===== src/rtl/hack_pkg.sv =====
// Shared definitions for the Hack CPU core.
//  - Instruction field bit positions for A- and C-instructions.
//  - ALU comp codes and jump codes for the common Hack mnemonics.
//  - Default reset PC.
//  - 16-bit helper functions (and16 / not16 / add16) the ALU is built from.
package hack_pkg;

  localparam int DATA_W = 16;
  localparam int ADDR_W = 15;

  localparam logic [ADDR_W-1:0] RESET_PC_DEFAULT = 15'h0000;

  // Instruction field positions
  localparam int INST_TYPE_BIT = 15;
  localparam int A_BIT         = 12;
  localparam int ZX_BIT        = 11;
  localparam int NX_BIT        = 10;
  localparam int ZY_BIT        = 9;
  localparam int NY_BIT        = 8;
  localparam int F_BIT         = 7;
  localparam int NO_BIT        = 6;
  localparam int DEST_A_BIT    = 5;
  localparam int DEST_D_BIT    = 4;
  localparam int DEST_M_BIT    = 3;
  localparam int JLT_BIT       = 2;
  localparam int JEQ_BIT       = 1;
  localparam int JGT_BIT       = 0;

  // Comp codes (zx,nx,zy,ny,f,no)
  localparam logic [5:0] COMP_ZERO = 6'b101010;
  localparam logic [5:0] COMP_D    = 6'b001100;
  localparam logic [5:0] COMP_A    = 6'b110000;
  localparam logic [5:0] COMP_DPA  = 6'b000010;
  localparam logic [5:0] COMP_NEG1 = 6'b111010;

  // Jump codes (jlt,jeq,jgt)
  localparam logic [2:0] JMP = 3'b111;
  localparam logic [2:0] JGT = 3'b001;
  localparam logic [2:0] JLT = 3'b100;

  function automatic logic [DATA_W-1:0] and16(input logic [DATA_W-1:0] a,
                                              input logic [DATA_W-1:0] b);
    return a & b;
  endfunction

  function automatic logic [DATA_W-1:0] not16(input logic [DATA_W-1:0] a);
    return ~a;
  endfunction

  // Modular 16-bit add; carry out is discarded.
  function automatic logic [DATA_W-1:0] add16(input logic [DATA_W-1:0] a,
                                              input logic [DATA_W-1:0] b);
    return a + b;
  endfunction

endpackage


===== src/rtl/hack_alu.sv =====
// Hack ALU, purely combinational.
// Ports:
//  i_x, i_y        16-bit operands (x = D, y = A or M)
//  i_zx, i_nx      zero / invert x
//  i_zy, i_ny      zero / invert y
//  i_f             1: x+y, 0: x&y
//  i_no            invert result
//  o_out           16-bit result
//  o_zr            result is zero
//  o_ng            result is negative (bit 15)
module hack_alu
  import hack_pkg::*;
(
  input  logic [DATA_W-1:0] i_x,
  input  logic [DATA_W-1:0] i_y,
  input  logic              i_zx,
  input  logic              i_nx,
  input  logic              i_zy,
  input  logic              i_ny,
  input  logic              i_f,
  input  logic              i_no,
  output logic [DATA_W-1:0] o_out,
  output logic              o_zr,
  output logic              o_ng
);

  logic [DATA_W-1:0] w_x_z;
  logic [DATA_W-1:0] w_x_n;
  logic [DATA_W-1:0] w_y_z;
  logic [DATA_W-1:0] w_y_n;
  logic [DATA_W-1:0] w_fn;

  assign w_x_z = i_zx ? '0 : i_x;
  assign w_x_n = i_nx ? not16(w_x_z) : w_x_z;
  assign w_y_z = i_zy ? '0 : i_y;
  assign w_y_n = i_ny ? not16(w_y_z) : w_y_z;
  assign w_fn  = i_f  ? add16(w_x_n, w_y_n) : and16(w_x_n, w_y_n);
  assign o_out = i_no ? not16(w_fn) : w_fn;
  assign o_zr  = (o_out == '0);
  assign o_ng  = o_out[DATA_W-1];

endmodule


===== src/rtl/hack_cpu.sv =====
// Hack CPU core: executes one 16-bit instruction per clock.
// Holds A, D and PC; drives the ALU, data-memory write and address.
// Ports:
//  clk          clock, all state updates on posedge
//  reset        synchronous active-high reset
//  instruction  instruction fetched from ROM[pc]
//  inM          RAM[addressM] read data
//  outM         ALU result (combinational), valid when writeM=1
//  writeM       write outM to RAM[addressM] at this edge
//  addressM     A[14:0] as held before this edge
//  pc           address of next instruction fetch
module hack_cpu
  import hack_pkg::*;
#(
  parameter logic [ADDR_W-1:0] RESET_PC = RESET_PC_DEFAULT
) (
  input  logic              clk,
  input  logic              reset,
  input  logic [DATA_W-1:0] instruction,
  input  logic [DATA_W-1:0] inM,
  output logic [DATA_W-1:0] outM,
  output logic              writeM,
  output logic [ADDR_W-1:0] addressM,
  output logic [ADDR_W-1:0] pc
);

  logic [DATA_W-1:0] r_a;
  logic [DATA_W-1:0] r_d;
  logic [ADDR_W-1:0] r_pc;

  logic              w_is_c;
  logic [DATA_W-1:0] w_y;
  logic [DATA_W-1:0] w_alu_out;
  logic              w_zr;
  logic              w_ng;
  logic              w_jump;
  logic              w_load_a;
  logic              w_load_d;

  assign w_is_c = instruction[INST_TYPE_BIT];
  assign w_y    = instruction[A_BIT] ? inM : r_a;

  hack_alu u_alu (
    .i_x   (r_d),
    .i_y   (w_y),
    .i_zx  (instruction[ZX_BIT]),
    .i_nx  (instruction[NX_BIT]),
    .i_zy  (instruction[ZY_BIT]),
    .i_ny  (instruction[NY_BIT]),
    .i_f   (instruction[F_BIT]),
    .i_no  (instruction[NO_BIT]),
    .o_out (w_alu_out),
    .o_zr  (w_zr),
    .o_ng  (w_ng)
  );

  // Jump and register-load enables are only meaningful for C-instructions.
  assign w_jump = w_is_c & ((instruction[JLT_BIT] & w_ng) |
                            (instruction[JEQ_BIT] & w_zr) |
                            (instruction[JGT_BIT] & ~w_zr & ~w_ng));
  assign w_load_a = ~w_is_c | instruction[DEST_A_BIT];
  assign w_load_d = w_is_c & instruction[DEST_D_BIT];

  assign outM     = w_alu_out;
  assign writeM   = w_is_c & instruction[DEST_M_BIT] & ~reset;
  assign addressM = r_a[ADDR_W-1:0];
  assign pc       = r_pc;

  always_ff @(posedge clk) begin
    if (reset) begin
      r_a <= '0;
    end else if (w_load_a) begin
      r_a <= w_is_c ? w_alu_out : {1'b0, instruction[ADDR_W-1:0]};
    end
  end

  always_ff @(posedge clk) begin
    if (reset) begin
      r_d <= '0;
    end else if (w_load_d) begin
      r_d <= w_alu_out;
    end
  end

  // Jump target is the A value before this edge, even when dA also loads A.
  // The increment wraps 0x7FFF -> 0x0000 by width truncation.
  always_ff @(posedge clk) begin
    if (reset) begin
      r_pc <= RESET_PC;
    end else if (w_jump) begin
      r_pc <= r_a[ADDR_W-1:0];
    end else begin
      r_pc <= r_pc + 15'd1;
    end
  end

endmodule

===== config.mk =====
export PLATFORM = sky130hd
export DESIGN_NAME = hack_cpu
export DESIGN_NICKNAME = d
export VERILOG_FILES = /design/src/rtl/hack_pkg.sv /design/src/rtl/hack_alu.sv /design/src/rtl/hack_cpu.sv
export SDC_FILE = /design/constraint.sdc
export NUM_CORES = 1
export LEC_CHECK = 0
export BUFFER_PORTS_ARGS = -buffer_cell sky130_fd_sc_hd__buf_2
export CORE_ASPECT_RATIO = 1.75
export CORE_UTILIZATION = 45
export DETAILED_ROUTE_END_ITERATION = 10
export PLACE_DENSITY = 0.74
export SYNTH_ARGS = -nofsm -noshare
export SYNTH_HDL_FRONTEND = slang
export SYNTH_SLANG_ARGS = --single-unit

===== constraint.sdc =====
create_clock -name clk -period 13.3 [get_ports clk]
set_input_delay 0.665 -clock clk [delete_from_list [all_inputs] [get_ports clk]]
set_output_delay 0.665 -clock clk [all_outputs]
set_load 0.05 [all_outputs]

======== Word level (Yosys, flattened, before mapping) ========
Cells that the tools add are included.
word-level totals
  register bits ........................... 47
  bits in latches ......................... 0
  bits in writable memories ............... 0
  bits in read-only memories .............. 0
  output and inout port bits .............. 47
  memories ................................ 0
operators by class
  add/subtract/negate cells ............... 2
  $mul .................................... 0
  div/mod/pow operators ................... 0
  order comparisons ....................... 0
  eq/ne operators ......................... 0
  shift-type cells ........................ 0
  mux-type cells .......................... 9
  bitwise logic cells ..................... 19
  reductions and logical operators ........ 1
operators by type and width
  cell                                                              number
  16-bit 2-to-1 mux                                                 8
  16-bit NOT                                                        3
  16-bit adder                                                      1
  16-bit AND                                                        1
  16-bit logical NOT                                                1
  15-bit by 1-bit adder with 15-bit output (second input constant)  1
  15-bit 2-to-1 mux                                                 1
  1-bit AND                                                         8
  1-bit NOT                                                         4
  1-bit OR                                                          3

======== Depth between registers and ports, before layout ========
  depth after elaboration ................. 15
  depth in mapped cells ................... 18
  gate-level depth less buffers ........... 15

======== Hierarchy ========
From an unflattened synthesis, not the netlist that was laid out.
second synthesis, totals
  cells, all modules ...................... 537
  area total of the unflattened synthesis .. 4282.9 sq um
modules (own cells, without submodules)
  module    times used  cells each  area an instance (sq um)
  hack_cpu  1           266         2352.3
  hack_alu  1           271         1930.6

======== Least setup slack after synthesis ========
No wires, ideal clock.
  path type ............................... input port to flip-flop
  start point ............................. input port instruction[12]
  end point ............................... register r_pc[0] (netlist: pc[0])
  library setup time ...................... 121 ps
  arrival time ............................ 5559 ps
  required time ........................... 13179 ps
  path slack .............................. 7620 ps
  cell stages on the path ................. 17
  cell sequence ........................... clkbuf_1 > clkbuf_1 > mux2i_1 > nor2_1 > xor2_1 > ha_1 > a211oi_2 > o21ai_1 > mux2i_1 > a211oi_1 > or4_1 > or4_1 > nor4_1 > o311a_1 > buf_6 > buf_8 > mux2_4
on the way
  longest elaborated chain between the ends .. 15
  elaborated cells between the ends (all ways) .. 20
  those cells by class .................... 1 x add/sub; 6 x mux; 12 x bitwise; 1 x reduce/logical
RTL lines
  element                                     RTL line                        text
  start: declaration                          hack_cpu.sv:19                  input logic [DATA_W-1:0] instruction,
  16-bit 2-to-1 mux (*)                       hack_cpu.sv:41                  assign w_y = instruction[A_BIT] ? inM : r_a;
  16-bit 2-to-1 mux (*)                       hack_alu.sv:35                  assign w_y_z = i_zy ? '0 : i_y;
  16-bit NOT                                  hack_pkg.sv:47                  return ~a;
  16-bit 2-to-1 mux (*)                       hack_alu.sv:36                  assign w_y_n = i_ny ? not16(w_y_z) : w_y_z;
  16-bit adder or 16-bit AND (tied branches)  hack_pkg.sv:53, hack_pkg.sv:43
  16-bit 2-to-1 mux (*)                       hack_alu.sv:37                  assign w_fn = i_f ? add16(w_x_n, w_y_n) : and16(w_x_n, w_y_n);
  16-bit NOT                                  hack_pkg.sv:47
  16-bit 2-to-1 mux (*)                       hack_alu.sv:38                  assign o_out = i_no ? not16(w_fn) : w_fn;
  net outM[8]                                 hack_cpu.sv:21                  output logic [DATA_W-1:0] outM,
  16-bit logical NOT (*)                      hack_alu.sv:39                  assign o_zr = (o_out == '0);
  1-bit NOT                                   hack_cpu.sv:60                  (instruction[JGT_BIT] & ~w_zr & ~w_ng));
  1-bit AND (2 in series)                     hack_cpu.sv:60
  1-bit OR (*)                                hack_cpu.sv:59                  (instruction[JEQ_BIT] & w_zr) |
  1-bit AND (*)                               hack_cpu.sv:58                  assign w_jump = w_is_c & ((instruction[JLT_BIT] & w_ng) |
  15-bit 2-to-1 mux (*)                       hack_cpu.sv:90                  end else if (w_jump) begin
  end signal: assignment                      hack_cpu.sv:91                  r_pc <= r_a[ADDR_W-1:0];
  end signal: assignment                      hack_cpu.sv:93                  r_pc <= r_pc + 15'd1;
  end: declaration                            hack_cpu.sv:29                  logic [ADDR_W-1:0] r_pc;
Mark *: on every way through the listed nets, which the timed path passes. The rest lies on a longest branch.
A chain may end at the register's enable or synchronous reset.

======== Worst setup path after layout ========
  start point ............................. input port instruction[12]
  end point ............................... register r_pc[6] (netlist: pc[6])
on the way
  longest elaborated chain between the ends .. 15
  elaborated cells between the ends (all ways) .. 20
  those cells by class .................... 1 x add/sub; 6 x mux; 12 x bitwise; 1 x reduce/logical
RTL lines
  element                                     RTL line
  16-bit 2-to-1 mux (*)                       hack_cpu.sv:41
  16-bit 2-to-1 mux (*)                       hack_alu.sv:35
  16-bit NOT                                  hack_pkg.sv:47
  16-bit 2-to-1 mux (*)                       hack_alu.sv:36
  16-bit adder or 16-bit AND (tied branches)  hack_pkg.sv:53, hack_pkg.sv:43
  16-bit 2-to-1 mux (*)                       hack_alu.sv:37
  16-bit NOT                                  hack_pkg.sv:47
  16-bit 2-to-1 mux (*)                       hack_alu.sv:38
  16-bit logical NOT                          hack_alu.sv:39
  1-bit NOT                                   hack_cpu.sv:60
  1-bit AND (2 in series)                     hack_cpu.sv:60
  1-bit OR (*)                                hack_cpu.sv:59
  1-bit AND (*)                               hack_cpu.sv:58
  15-bit 2-to-1 mux (*)                       hack_cpu.sv:90
Every way passes the cells marked *; elsewhere a longest branch is shown, timed or not.

==> flow_summary_export.csv <==
group,metric,value,unit
global_route,antenna_found_initial,0,
detailed_routing,drt-initial-drc-count,249,
die,floorplan.initialDensity,0.460,
cells_and_area,finalInstanceArea,4960,sq um
global_route,grt_max_degree,64,
detailed_routing,wl_per_cell,17.5,um
pwr,combPwrFrac,0.506,
synth,ys_seq_area_frac,0.209,
die,coreArea,9790,sq um
synth,ys_async_sr_fraction,0,
sta,finalCritPeriodShare,0.409,
synth,ys_ff_latch,47,
pwr,cellInternalPower,0.369,mW
die,pin_count,81,
placement,portBuffers,80,
cells_and_area,antenna_cells,0,
cells_and_area,final_common_cell,"buf_2",
clock_tree,cts-hold-fix-buffers,0,
detailed_routing,ant_nets,0,
synth,synth_cell_types,64,
sta,relSlewSlack,0.430,
sta,tns,0,ns
global_route,grt_pass1_vias,4206,
clock_tree,clockRootBuffer,"clkbuf_16",
clock_tree,insertion_delay,0.30,ns
critical_path,cp.arrival,5.63,ns
synth,synth_top_area_share,0.209,
clock_tree,cts_tree,"done",
global_route,busiest_layer,"met2",
synth,netlist_instances,573,
sta,worst_slew_pin_slew,0.855,ns
placement,dp_hpwl,9450,um
sta,fmax,184,MHz
cells_and_area,area_growth,10.3,%
sta,post-route-min-period,5.44,ns
clock_tree,numCtsBuffers,5,
placement,gp_congestion,0.914,
critical_path,critPathRequiredTime,13.48,ns
pwr,peakVddDrop,0.0695,mV
clock_tree,clkTransAtPathRegs,0.07,ns
clock_tree,cts_resized,0,
pwr,leakagePower,2.16,nW
critical_path,cp_max_fo,17,
sta,fin_worst_skew,0.00743,ns
global_route,use_met1,0.261,
synth,synth_largest_area_cell,"dfxtp_1",
placement,postPlaceCellArea,4770,sq um
detailed_routing,vias,4320,
critical_path,path_class,"input port to flop",
die,die_x,77.6,um
synth,synth_edf_count,0,
pwr,p_switching,0.299,mW
cells_and_area,nNetsFinal,658,
cells_and_area,drive_gt1_frac,0.185,
sta,hold_viol_final,0,
synth,ys_top_cells_by_area,"dfxtp_1 21%, mux2i_1 7.8%, xnor2_1 6.8%",
synth,synth_nets,625,
sta,rsz0062_at_grt,"false",
synth,synth_area_per_cell,7.86,sq um
die,die_h,134,um
pwr,p_per_area,135,nW/um^2
clock_tree,clockBufferDepth,2,
detailed_routing,routed_via_density,5.90,
critical_path,critPathCaptureType,"flop",
detailed_routing,routed_wl,12800,um
clock_tree,clock-sinks,47,
global_route,grt_pass1_wl,20600,um
clock_tree,postCtsSetupBuffers,0,
sta,setup_viol,0,
global_route,use_met2,0.464,
synth,synth_warnings,0,
synth,synth-main-ff-cell,"dfxtp_1",
critical_path,start_kind,"input port",
cells_and_area,layout_common_cells,"80 x buf_2, 59 x nor2_1, 47 x dfxtp_1",
clock_tree,htree_num_levels,2,
synth,syn-cell-area,4500,sq um
global_route,gr-usage-all-layers,0.247,
global_route,met3_usage,0.0327,
detailed_routing,drtPass1Iterations,5,
sta,slew_violations,0,
pwr,p_clk_frac,0.247,
run_status,status,"completed",
cells_and_area,post-route-util,0.507,
pwr,pwr-share-seq,0.247,
die,rows,48,
cells_and_area,nFillCells,952,
job,cap_violations,0,
detailed_routing,route.detailed.drc,0,
global_route,grt-ovfl-total,0,
pwr,swShare,0.448,
hold_path,hp-class,"flop to flop",
die,die_area,10400,sq um
## final cells by class
| cell class | instances | area, sq um | area share |
|---|---|---|---|
| Sequential cell | 47 | 941 | 0.190 |
| Tap cell | 125 | 156 | 0.0315 |
| Inverter | 9 | 33.8 | 0.00681 |
| Timing Repair Buffer | 81 | 408 | 0.0822 |
| Clock buffer | 6 | 129 | 0.0260 |
| Clock inverter | 2 | 60.1 | 0.0121 |
| Multi-Input combinational cell | 462 | 3240 | 0.652 |
## Yosys cell counts, types with 2 or more instances
| master | number |
|---|---|
| a221oi_1 | 2 |
| ha_1 | 17 |
| nor4bb_1 | 2 |
| and4b_1 | 2 |
| buf_1 | 7 |
| mux2_2 | 5 |
| o21a_1 | 2 |
| dfxtp_1 | 47 |
| nor3_1 | 7 |
| a21oi_1 | 35 |
| nand2b_1 | 23 |
| inv_1 | 9 |
| nor4_1 | 3 |
| and2_1 | 3 |
| buf_4 | 17 |
| a21o_1 | 10 |
| xor2_1 | 23 |
| mux2_4 | 9 |
| nor2b_1 | 19 |
| nor2_1 | 59 |
| a31oi_1 | 2 |
| a211oi_1 | 21 |
| and3_1 | 17 |
| a22oi_1 | 2 |
| or4_1 | 3 |
| a31o_2 | 2 |
| nor4b_1 | 2 |
| o21ai_0 | 8 |
| mux2i_1 | 35 |
| a211oi_2 | 2 |
| nand3_1 | 20 |
| o2111ai_1 | 2 |
| xnor2_1 | 35 |
| nand2_1 | 46 |
| o31a_1 | 3 |
| clkbuf_1 | 27 |
| buf_2 | 2 |
| o211ai_1 | 6 |
| or3_1 | 6 |
| nand4_1 | 4 |
| o221ai_1 | 2 |
| and4_1 | 3 |
## worst paths after layout
kind / end / from / slack [ns] / cells past startpoint
setup / recovery: pc[6]$_SDFF_PP0_ / instruction[12] / 7.86 / 15
hold / removal: r_d[8]$_SDFFE_PP0P_ / r_d[8]$_SDFFE_PP0P_ / 0.46 / 2
setup reg to reg: pc[6]$_SDFF_PP0_ / r_a[0]$_SDFFE_PP0P_ / 8.42 / 14
hold reg to reg: r_d[8]$_SDFFE_PP0P_ / r_d[8]$_SDFFE_PP0P_ / 0.46 / 2
## power groups by stage
stage / clock (mW) / sequential [mW] / combinational [mW]
floorplan: 0 / 0.178 / 0.257
global placement: 0 / 0.167 / 0.328
detailed placement: 0 / 0.168 / 0.334
CTS: 0.166 / 0.165 / 0.335
global route: 0.172 / 0.166 / 0.362
finish: 0.165 / 0.165 / 0.338
## layer usage
layer  routed length (um)  vias to the layer above
met5                    0                        -
met4                  483                        0
met3                  539                       29
met2                 6720                      132
met1                 5040                     2076
li1                     -                     2083
## kinds of logic (layout without fill, tap and decap cells)
| family | count (synthesis) | in the layout | synth area share |
|---|---|---|---|
| multiplexers | 49 | 49 | 0.120 |
| AND/OR/NAND/NOR | 223 | 223 | 0.253 |
| adder cells (fa/ha/maj) | 18 | 18 | 0.0517 |
| flip-flops | 47 | 47 | 0.209 |
| buffers and inverters | 64 | 98 | 0.0723 |
| XOR/XNOR | 59 | 59 | 0.116 |
| AO/OA/AOI/OAI | 113 | 113 | 0.177 |
## registers in the layout, summed over array words and instances (netlist names)
| signal | count |
|---|---|
| r_d | 16 |
| pc | 15 |
| r_a | 16 |
## critical path, stage by stage
cell and delay [ns]:
buf_2 0.41, mux2i_1 0.24, nor2_1 0.07, xor2_1 0.16, ha_1 0.28, fa_1 0.45
a211oi_2 0.32, o21ai_1 0.23, mux2i_1 0.21, a211oi_1 0.15, or4_1 0.49, or4_1 0.50
nor4_1 0.25, o311a_1 0.77, mux2_2 0.41
## stage by stage
step           total power, mW  hold slack, ns  setup WS, ns  std cells
5_1_grt                  0.700           0.480          7.57        732
6_report                 0.668           0.457          7.86        732
3_5_place_dp             0.501           0.449          7.55        724
4_1_cts                  0.666           0.458          7.86        732
2_1_floorplan            0.435           0.437          7.62        573
3_3_place_gp             0.495           0.442          7.67        724
No activity file was read; power rests on OpenSTA's default activity.
